**src/rtl/weight_bank_loader.sv**
```systemverilog
// Double-buffered weight matrix loader: packs BUS_WIDTH stores into a shadow matrix and commits atomically.
// Optional macro WEIGHT_READBACK_EN adds a combinational word readback port of the active matrix.
module weight_bank_loader #(
    parameter int MP_BITWIDTH = 8,
    parameter int WEIGHT_SIZE = 4,
    parameter int BUS_WIDTH   = 32,
    localparam int MAT_W  = MP_BITWIDTH * WEIGHT_SIZE * WEIGHT_SIZE,
    localparam int NWORDS = MAT_W / BUS_WIDTH,
    localparam int CNT_W  = $clog2(NWORDS + 1),
    localparam int IDX_W  = (NWORDS > 1) ? $clog2(NWORDS) : 1
) (
    input  logic                 clk_i,
    input  logic                 rst_n_i,
    input  logic                 wr_valid_i,
    output logic                 wr_ready_o,
    input  logic [BUS_WIDTH-1:0] wr_data_i,
    input  logic                 hold_i,
    input  logic                 clear_i,
    output logic [MAT_W-1:0]     weight_matrix_o,
    output logic                 weights_valid_o,
    output logic                 commit_o,
    output logic [CNT_W-1:0]     word_cnt_o
`ifdef WEIGHT_READBACK_EN
    ,
    input  logic [IDX_W-1:0]     rd_idx_i,
    output logic [BUS_WIDTH-1:0] rd_data_o
`endif
);

    typedef enum logic [0:0] {
        ST_FILL = 1'b0,
        ST_PEND = 1'b1
    } state_t;

    state_t             state_r;
    state_t             state_nxt_s;
    logic [CNT_W-1:0]   word_cnt_r;
    logic [CNT_W-1:0]   cnt_nxt_s;
    logic [MAT_W-1:0]   shadow_r;
    logic [MAT_W-1:0]   shadow_nxt_s;
    logic [MAT_W-1:0]   fill_matrix_s;
    logic [MAT_W-1:0]   matrix_r;
    logic               valid_r;
    logic               commit_r;
    logic               store_s;
    logic               commit_fill_s;
    logic               commit_pend_s;

    // Next-state and transfer decode; clear_i outranks everything else
    always_comb begin
        state_nxt_s   = state_r;
        cnt_nxt_s     = word_cnt_r;
        store_s       = 1'b0;
        commit_fill_s = 1'b0;
        commit_pend_s = 1'b0;
        if (clear_i) begin
            state_nxt_s = ST_FILL;
            cnt_nxt_s   = {CNT_W{1'b0}};
        end else begin
            case (state_r)
                ST_FILL: begin
                    if (wr_valid_i) begin
                        if (word_cnt_r == CNT_W'(NWORDS - 1)) begin
                            if (hold_i) begin
                                store_s     = 1'b1;
                                cnt_nxt_s   = CNT_W'(NWORDS);
                                state_nxt_s = ST_PEND;
                            end else begin
                                commit_fill_s = 1'b1;
                                cnt_nxt_s     = {CNT_W{1'b0}};
                            end
                        end else begin
                            store_s   = 1'b1;
                            cnt_nxt_s = word_cnt_r + CNT_W'(1);
                        end
                    end else begin
                        cnt_nxt_s = word_cnt_r;
                    end
                end
                ST_PEND: begin
                    if (!hold_i) begin
                        commit_pend_s = 1'b1;
                        cnt_nxt_s     = {CNT_W{1'b0}};
                        state_nxt_s   = ST_FILL;
                    end else begin
                        state_nxt_s = ST_PEND;
                    end
                end
                default: begin
                    state_nxt_s = ST_FILL;
                    cnt_nxt_s   = {CNT_W{1'b0}};
                end
            endcase
        end
    end

    // Shadow word insertion; word k lands in the k-th slice counted from the MSB
    always_comb begin
        shadow_nxt_s = shadow_r;
        if (clear_i) begin
            shadow_nxt_s = {MAT_W{1'b0}};
        end else begin
            for (int k = 0; k < NWORDS; k++) begin
                shadow_nxt_s[MAT_W-1-k*BUS_WIDTH -: BUS_WIDTH] =
                    (store_s && (word_cnt_r == CNT_W'(k))) ? wr_data_i
                                                            : shadow_r[MAT_W-1-k*BUS_WIDTH -: BUS_WIDTH];
            end
        end
    end

    // Zero-bubble commit: the last word bypasses the shadow straight into the active matrix
    always_comb begin
        fill_matrix_s                  = shadow_r;
        fill_matrix_s[BUS_WIDTH-1:0]   = wr_data_i;
    end

    // State, shadow and active-matrix registers
    always_ff @(posedge clk_i or negedge rst_n_i) begin
        if (!rst_n_i) begin
            state_r    <= ST_FILL;
            word_cnt_r <= {CNT_W{1'b0}};
            shadow_r   <= {MAT_W{1'b0}};
            matrix_r   <= {MAT_W{1'b0}};
            valid_r    <= 1'b0;
            commit_r   <= 1'b0;
        end else begin
            state_r    <= state_nxt_s;
            word_cnt_r <= cnt_nxt_s;
            shadow_r   <= shadow_nxt_s;
            commit_r   <= commit_fill_s | commit_pend_s;
            valid_r    <= valid_r | commit_fill_s | commit_pend_s;
            if (commit_fill_s) begin
                matrix_r <= fill_matrix_s;
            end else if (commit_pend_s) begin
                matrix_r <= shadow_r;
            end else begin
                matrix_r <= matrix_r;
            end
        end
    end

    assign wr_ready_o      = (state_r == ST_FILL) & ~clear_i;
    assign weight_matrix_o = matrix_r;
    assign weights_valid_o = valid_r;
    assign commit_o        = commit_r;
    assign word_cnt_o      = word_cnt_r;

`ifdef WEIGHT_READBACK_EN
    logic [BUS_WIDTH-1:0] rd_words_s [NWORDS];

    // Split the active matrix into words using the same MSB-first packing as the writer
    always_comb begin
        for (int k = 0; k < NWORDS; k++) begin
            rd_words_s[k] = matrix_r[MAT_W-1-k*BUS_WIDTH -: BUS_WIDTH];
        end
    end

    assign rd_data_o = rd_words_s[rd_idx_i];
`endif

endmodule

```
**config.mk**
```make
export PLATFORM = sky130hd
export DESIGN_NAME = weight_bank_loader
export DESIGN_NICKNAME = d
export VERILOG_FILES = /design/src/rtl/weight_bank_loader.sv
export SDC_FILE = /design/constraint.sdc
export NUM_CORES = 1
export LEC_CHECK = 0
export ABC_AREA = 1
export CORE_ASPECT_RATIO = 1.5
export CORE_UTILIZATION = 30
export DETAILED_ROUTE_END_ITERATION = 6
export MAX_ROUTING_LAYER = met4
export PLACE_DENSITY_LB_ADDON = 0.08
export SYNTH_ARGS = -nofsm -noshare
export SYNTH_HDL_FRONTEND = slang
export SYNTH_SLANG_ARGS = --single-unit
```
**constraint.sdc**
```tcl
create_clock -name clk_i -period 1.99 [get_ports clk_i]
set_input_delay 0.398 -clock clk_i [delete_from_list [all_inputs] [get_ports clk_i]]
set_output_delay 0.398 -clock clk_i [all_outputs]
set_load 0.005 [all_outputs]
```
# Yosys cells after proc, flatten, opt, wreduce, memory -nomap -nowiden
# Index checks and enable logic that the tools add are counted.
# word_totals
register_bits	262
input_bits	37
output_inout_bits	134
wordCells	61
# op_classes
n_addsub	1
n_eq_ne	5
mux	29
bitwise_logic	6
reduce_logical	11
# ops
cell	n
$mux W128	3
$mux W32	4
$mux W1	15
$mux W3	5
$reduce_bool A2 Y1	5
$eq A3 B2 Y1 const B	2
$ne A3 B3 Y1 const B	2
$pmux W3 S2	1
$logic_and A1 B1 Y1	4
$add A3 B1 Y3 const B	1
$eq A3 B1 Y1 const B	1
$logic_not A3 Y1	1
$or A1 B1 Y1	3
$not A1 Y1	2
$pmux W1 S2	1
$reduce_and A2 Y1	1
$and A1 B1 Y1	1

# Logic depth before layout (Yosys ltp)
# logic_depth
word_depth	8
depth_mapped	9
ltp_nobuf	7

# Worst setup path after synthesis
# Ideal clock, no wire load.
# synth_path
path_type	reg-to-reg
startpoint	register word_cnt_r[0] (netlist: word_cnt_o[0])
endpoint	register shadow_r[43]
setup_time_ns	0.118
t_arrival_ns	1.404
required_ns	1.872
path_slack_ns	0.468
path_stages_with_launch	9
n_path_buf	1
period_less_slack_ns	1.522
cell_sequence	dfrtp_1 > inv_1 > ha_1 > inv_1 > nor2_1 > nand3_1 > clkbuf_1 > nand3_1 > nand2_1
# synth_via
elab_chain_len	7
elab_cells_between_ends	8
cone_classes	eq/ne (2); mux (4); reduce/logical (2)
# synth_rtl
element	line_no	rtl
from (decl)	37	logic [CNT_W-1:0] word_cnt_r;
from (signal assigned)	121	word_cnt_r <= {CNT_W{1'b0}};
from (signal assigned)	128	word_cnt_r <= cnt_nxt_s;
$eq A3 B2 Y1	63	if (word_cnt_r == CNT_W'(NWORDS - 1)) begin
$mux W1	63	
$mux W1	62	if (wr_valid_i) begin
$mux W1	60	case (state_r)
$mux W1	56	if (clear_i) begin
$logic_and A1 B1 Y1 (*)	105	(store_s && (word_cnt_r == CNT_W'(k))) ? wr_data_i
$reduce_bool A2 Y1 (no source line) (*)	-	
to (signal assigned)	122	shadow_r <= {MAT_W{1'b0}};
to (signal assigned)	129	shadow_r <= shadow_nxt_s;
to (decl)	39	logic [MAT_W-1:0] shadow_r;
# Mark *: on every way between the ends. The rest lies on a longest branch, timed or not.
# A chain may end at the register's enable or synchronous reset.

# Worst setup path after layout
# layout_path
startpoint	register matrix_r[98] (netlist: weight_matrix_o[98])
endpoint	output port weight_matrix_o[98]
# layout_rtl
element	line_no	rtl
from (decl)	42	logic [MAT_W-1:0] matrix_r;
from (signal assigned)	123	matrix_r <= {MAT_W{1'b0}};
from (signal assigned)	133	matrix_r <= fill_matrix_s;
from (signal assigned)	135	matrix_r <= shadow_r;
to (decl)	19	output logic [MAT_W-1:0] weight_matrix_o,
# No word-level cell between the ends.

==> out/results.txt <==
Crit Path Max Fanout: 2
Max Used Layer: met4
Row Count: 86
cts bufs inserted: 27
RR Startpoint: word_cnt_o[0]
LEAKAGE: 7.59 nW
first-pass GRT wire length: 57000 microns
cell breakdown of the critical path: clkdlybuf4s50_1
dpl cell area: 0.0138 sq mm
Slowest-stage cell, CP: clkdlybuf4s50_1
pre-CTS WS: -0.0963 ns
drt drc: 0
FF+latch count, synth: 262
fin. max-slew vios: 0
post-synthesis cell area: 0.0112 sq mm
Pwr Density: 870 mW/mm^2
most numerous cell in the Yosys netlist: nand2_1
Post-synth ARST share: 100%
Yosys cell types: 20
P&R area growth vs syn: 31.4%
slew at the pin with the worst max-slew slack: 0.526 ns
syn avg cell area: 8.71 sq um
Setup crit end kind: output port
share of post-route cells with drive strength above 1: 8.76%
WP data required: 1.59 ns
post-layout util: 40.0%
Max clock buf depth: 3
Post-Route WL: 36100 microns
sequential fraction of the synthesis area: 58.7%
final-report hold violation count: 0
fin area: 0.0147 sq mm
Tot Pwr: 12.8 mW
Bufs and invs on worst path: 1
synth warn: 0
maximum vdd ir drop: 561 uV
post-DR wirelength/cell: 18.5 microns
RD Place Congestion: 0.787
Post-DRT Antenna Nets: 0
max cap viols: 0
core area: 0.0367 sq mm
Final period util: 95.5%
Final nets: 1484
Synth area leader: dfrtp_1
Worst Hold Path EP: state_r
FF-to-FF setup slack: 0.18 ns
Critical Path Stages: 1
Setup WS post-layout: 0.0886 ns
Critical R2R Capture: weight_matrix_o[125]
share of Yosys cell area claimed by the top area cell type: 58.7%
CTS Root Cell: clkbuf_16
clk_skew: 0.00789 ns
IO Count: 171
Via Count: 9545
hpwl dp: 23700 microns
Area contributors post-synth: dfrtp_1, nand2_1, nand3_1
HP Start: clear_i
H-tree levels: 1
Die X: 160 microns
Commonest cells post-synth: nand2_1, nand3_1, dfrtp_1
hold path cells: 4
GRT Residual Overflow: 0
initial cell density of the core: 30.4%
Die Y: 238 microns
Post-synth EDFFs: 0
TritonRoute pass-1 iters: 6
GRT Overall Usage: 19.5%
largest net degree at the start of global routing: 129
Sink Count: 262
R2R depth: 8
Reg clk slew, reported paths: 0.06 ns
Post-Syn Nets: 1323
Hold Path Class: in2reg
TritonCTS clock tree: yes
startpoint types: register
met2 wire len: 17900 microns
Top delay family on crit path: buffers and inverters
fin crit period: 1.90 ns
# diodes: 0
status: complete, no violations
Worst-Skew Late Latency: 0.54 ns
routed wl met3: 1040 microns
Post-synth top flop: dfrtp_1
vias in the first global route: 9622
full die area: 0.0380 sq mm
wl on met1: 16500 microns
Cells after Synth: 1282
Largest stage delay, worst path: 0.53 ns
via/cell ratio: 4.90
Worst EP arrival: 1.50 ns
count of final setup violators: 0
PortBufs: 170
Slew HR: 65.0%
drt first-iter violations: 522
initial antenna violation count: 0
critical path class: reg2out
fmax: 0.526 GHz
-- per-layer routing --
metal | global-route usage [%] | vias up
met1 | 25.9 | 4728
met3 | 2.05 | 36
met2 | 32.0 | 200
met5 | - | -
met4 | 4.81 | 0
li1 | - | 4581
-- worst max path at each step --
stage	from	endpoint	slack, ns
floorplan	word_cnt_o[0]	shadow_r[43]	0.47
global placement	wr_valid_i	weight_matrix_o[13]	-0.06
detailed placement	wr_valid_i	weight_matrix_o[104]	-0.1
CTS	weight_matrix_o[77]	weight_matrix_o[77]	0.04
global route	word_cnt_o[0]	weight_matrix_o[125]	-0.004
finish	weight_matrix_o[98]	weight_matrix_o[98]	0.09
-- where the power goes --
group,internal [mW],switching (mW)
clock,2.84,2.16
sequential,5.70,0.247
combinational,0.884,0.943
total,9.42,3.35
-- cell type report --
cell class                 count  area [sq um]
multi-input combinational    870          3970
clock buffer                  38           777
clock inverter                10          77.6
fill                        3715         22000
timing repair buffer         238          2510
sequential                   262          6560
tap                          484           606
inverter                      44           170
-- logic make-up (layout without fill, tap and decap cells) --
family | count (synthesis) | count (layout) | share of synthesized area, %
compound gates | 4 | 4 | 0.179
simple gates | 862 | 862 | 34.7
buf+inv | 150 | 330 | 5.98
fa+ha+maj | 4 | 4 | 0.448
flops | 262 | 262 | 58.7
-- metrics by stage --
stage / setup TNS, ns / instances / hold WS (ns)
floorplan: 0 / 1282 / 0.102
global placement: -5.88 / 1895 / 0.404
detailed placement: -8.34 / 1895 / 0.392
CTS: 0 / 1945 / 0.224
global route: -0.00533 / 1946 / 0.270
finish: 0 / 1946 / 0.257
-- registers in the layout, indices dropped and copies added (netlist names) --
register,count
word_cnt_o,3
shadow_r,128
state_r,1
commit_o,1
weights_valid_o,1
weight_matrix_o,128
-- worst min-delay path, cell delays in order --
cell	delay (ns)
buf_2	0.20
nor2_1	0.09
inv_1	0.04
a21oi_1	0.03
-- placed cells by master (no fill, tap or decap), types with 2 or more instances in the layout --
| master | count |
|---|---|
| buf_12 | 21 |
| buf_4 | 43 |
| clkbuf_1 | 5 |
| clkbuf_16 | 28 |
| clkbuf_8 | 6 |
| clkdlybuf4s50_1 | 164 |
| clkinv_2 | 8 |
| dfrtp_1 | 262 |
| dlygate4sd2_1 | 4 |
| ha_1 | 4 |
| inv_1 | 39 |
| inv_2 | 3 |
| inv_4 | 2 |
| nand2_1 | 423 |
| nand2_4 | 2 |
| nand3_1 | 294 |
| nand4_1 | 96 |
| nor2_1 | 37 |
| nor2_2 | 5 |
| o21ai_0 | 3 |
-- timing repair --
| action | 4_1_cts | 5_1_grt |
|---|---|---|
| setup buffers | 1 | 0 |
| endpoints found under the hold margin | 46 | 0 |
| setup endpoints to repair | 4 | 78 |
| cloned | 0 | 1 |
| hold buffers | 1 | 0 |
| resized for setup | 4 | 2 |
Note: power is estimated with default switching activity, not from simulation.
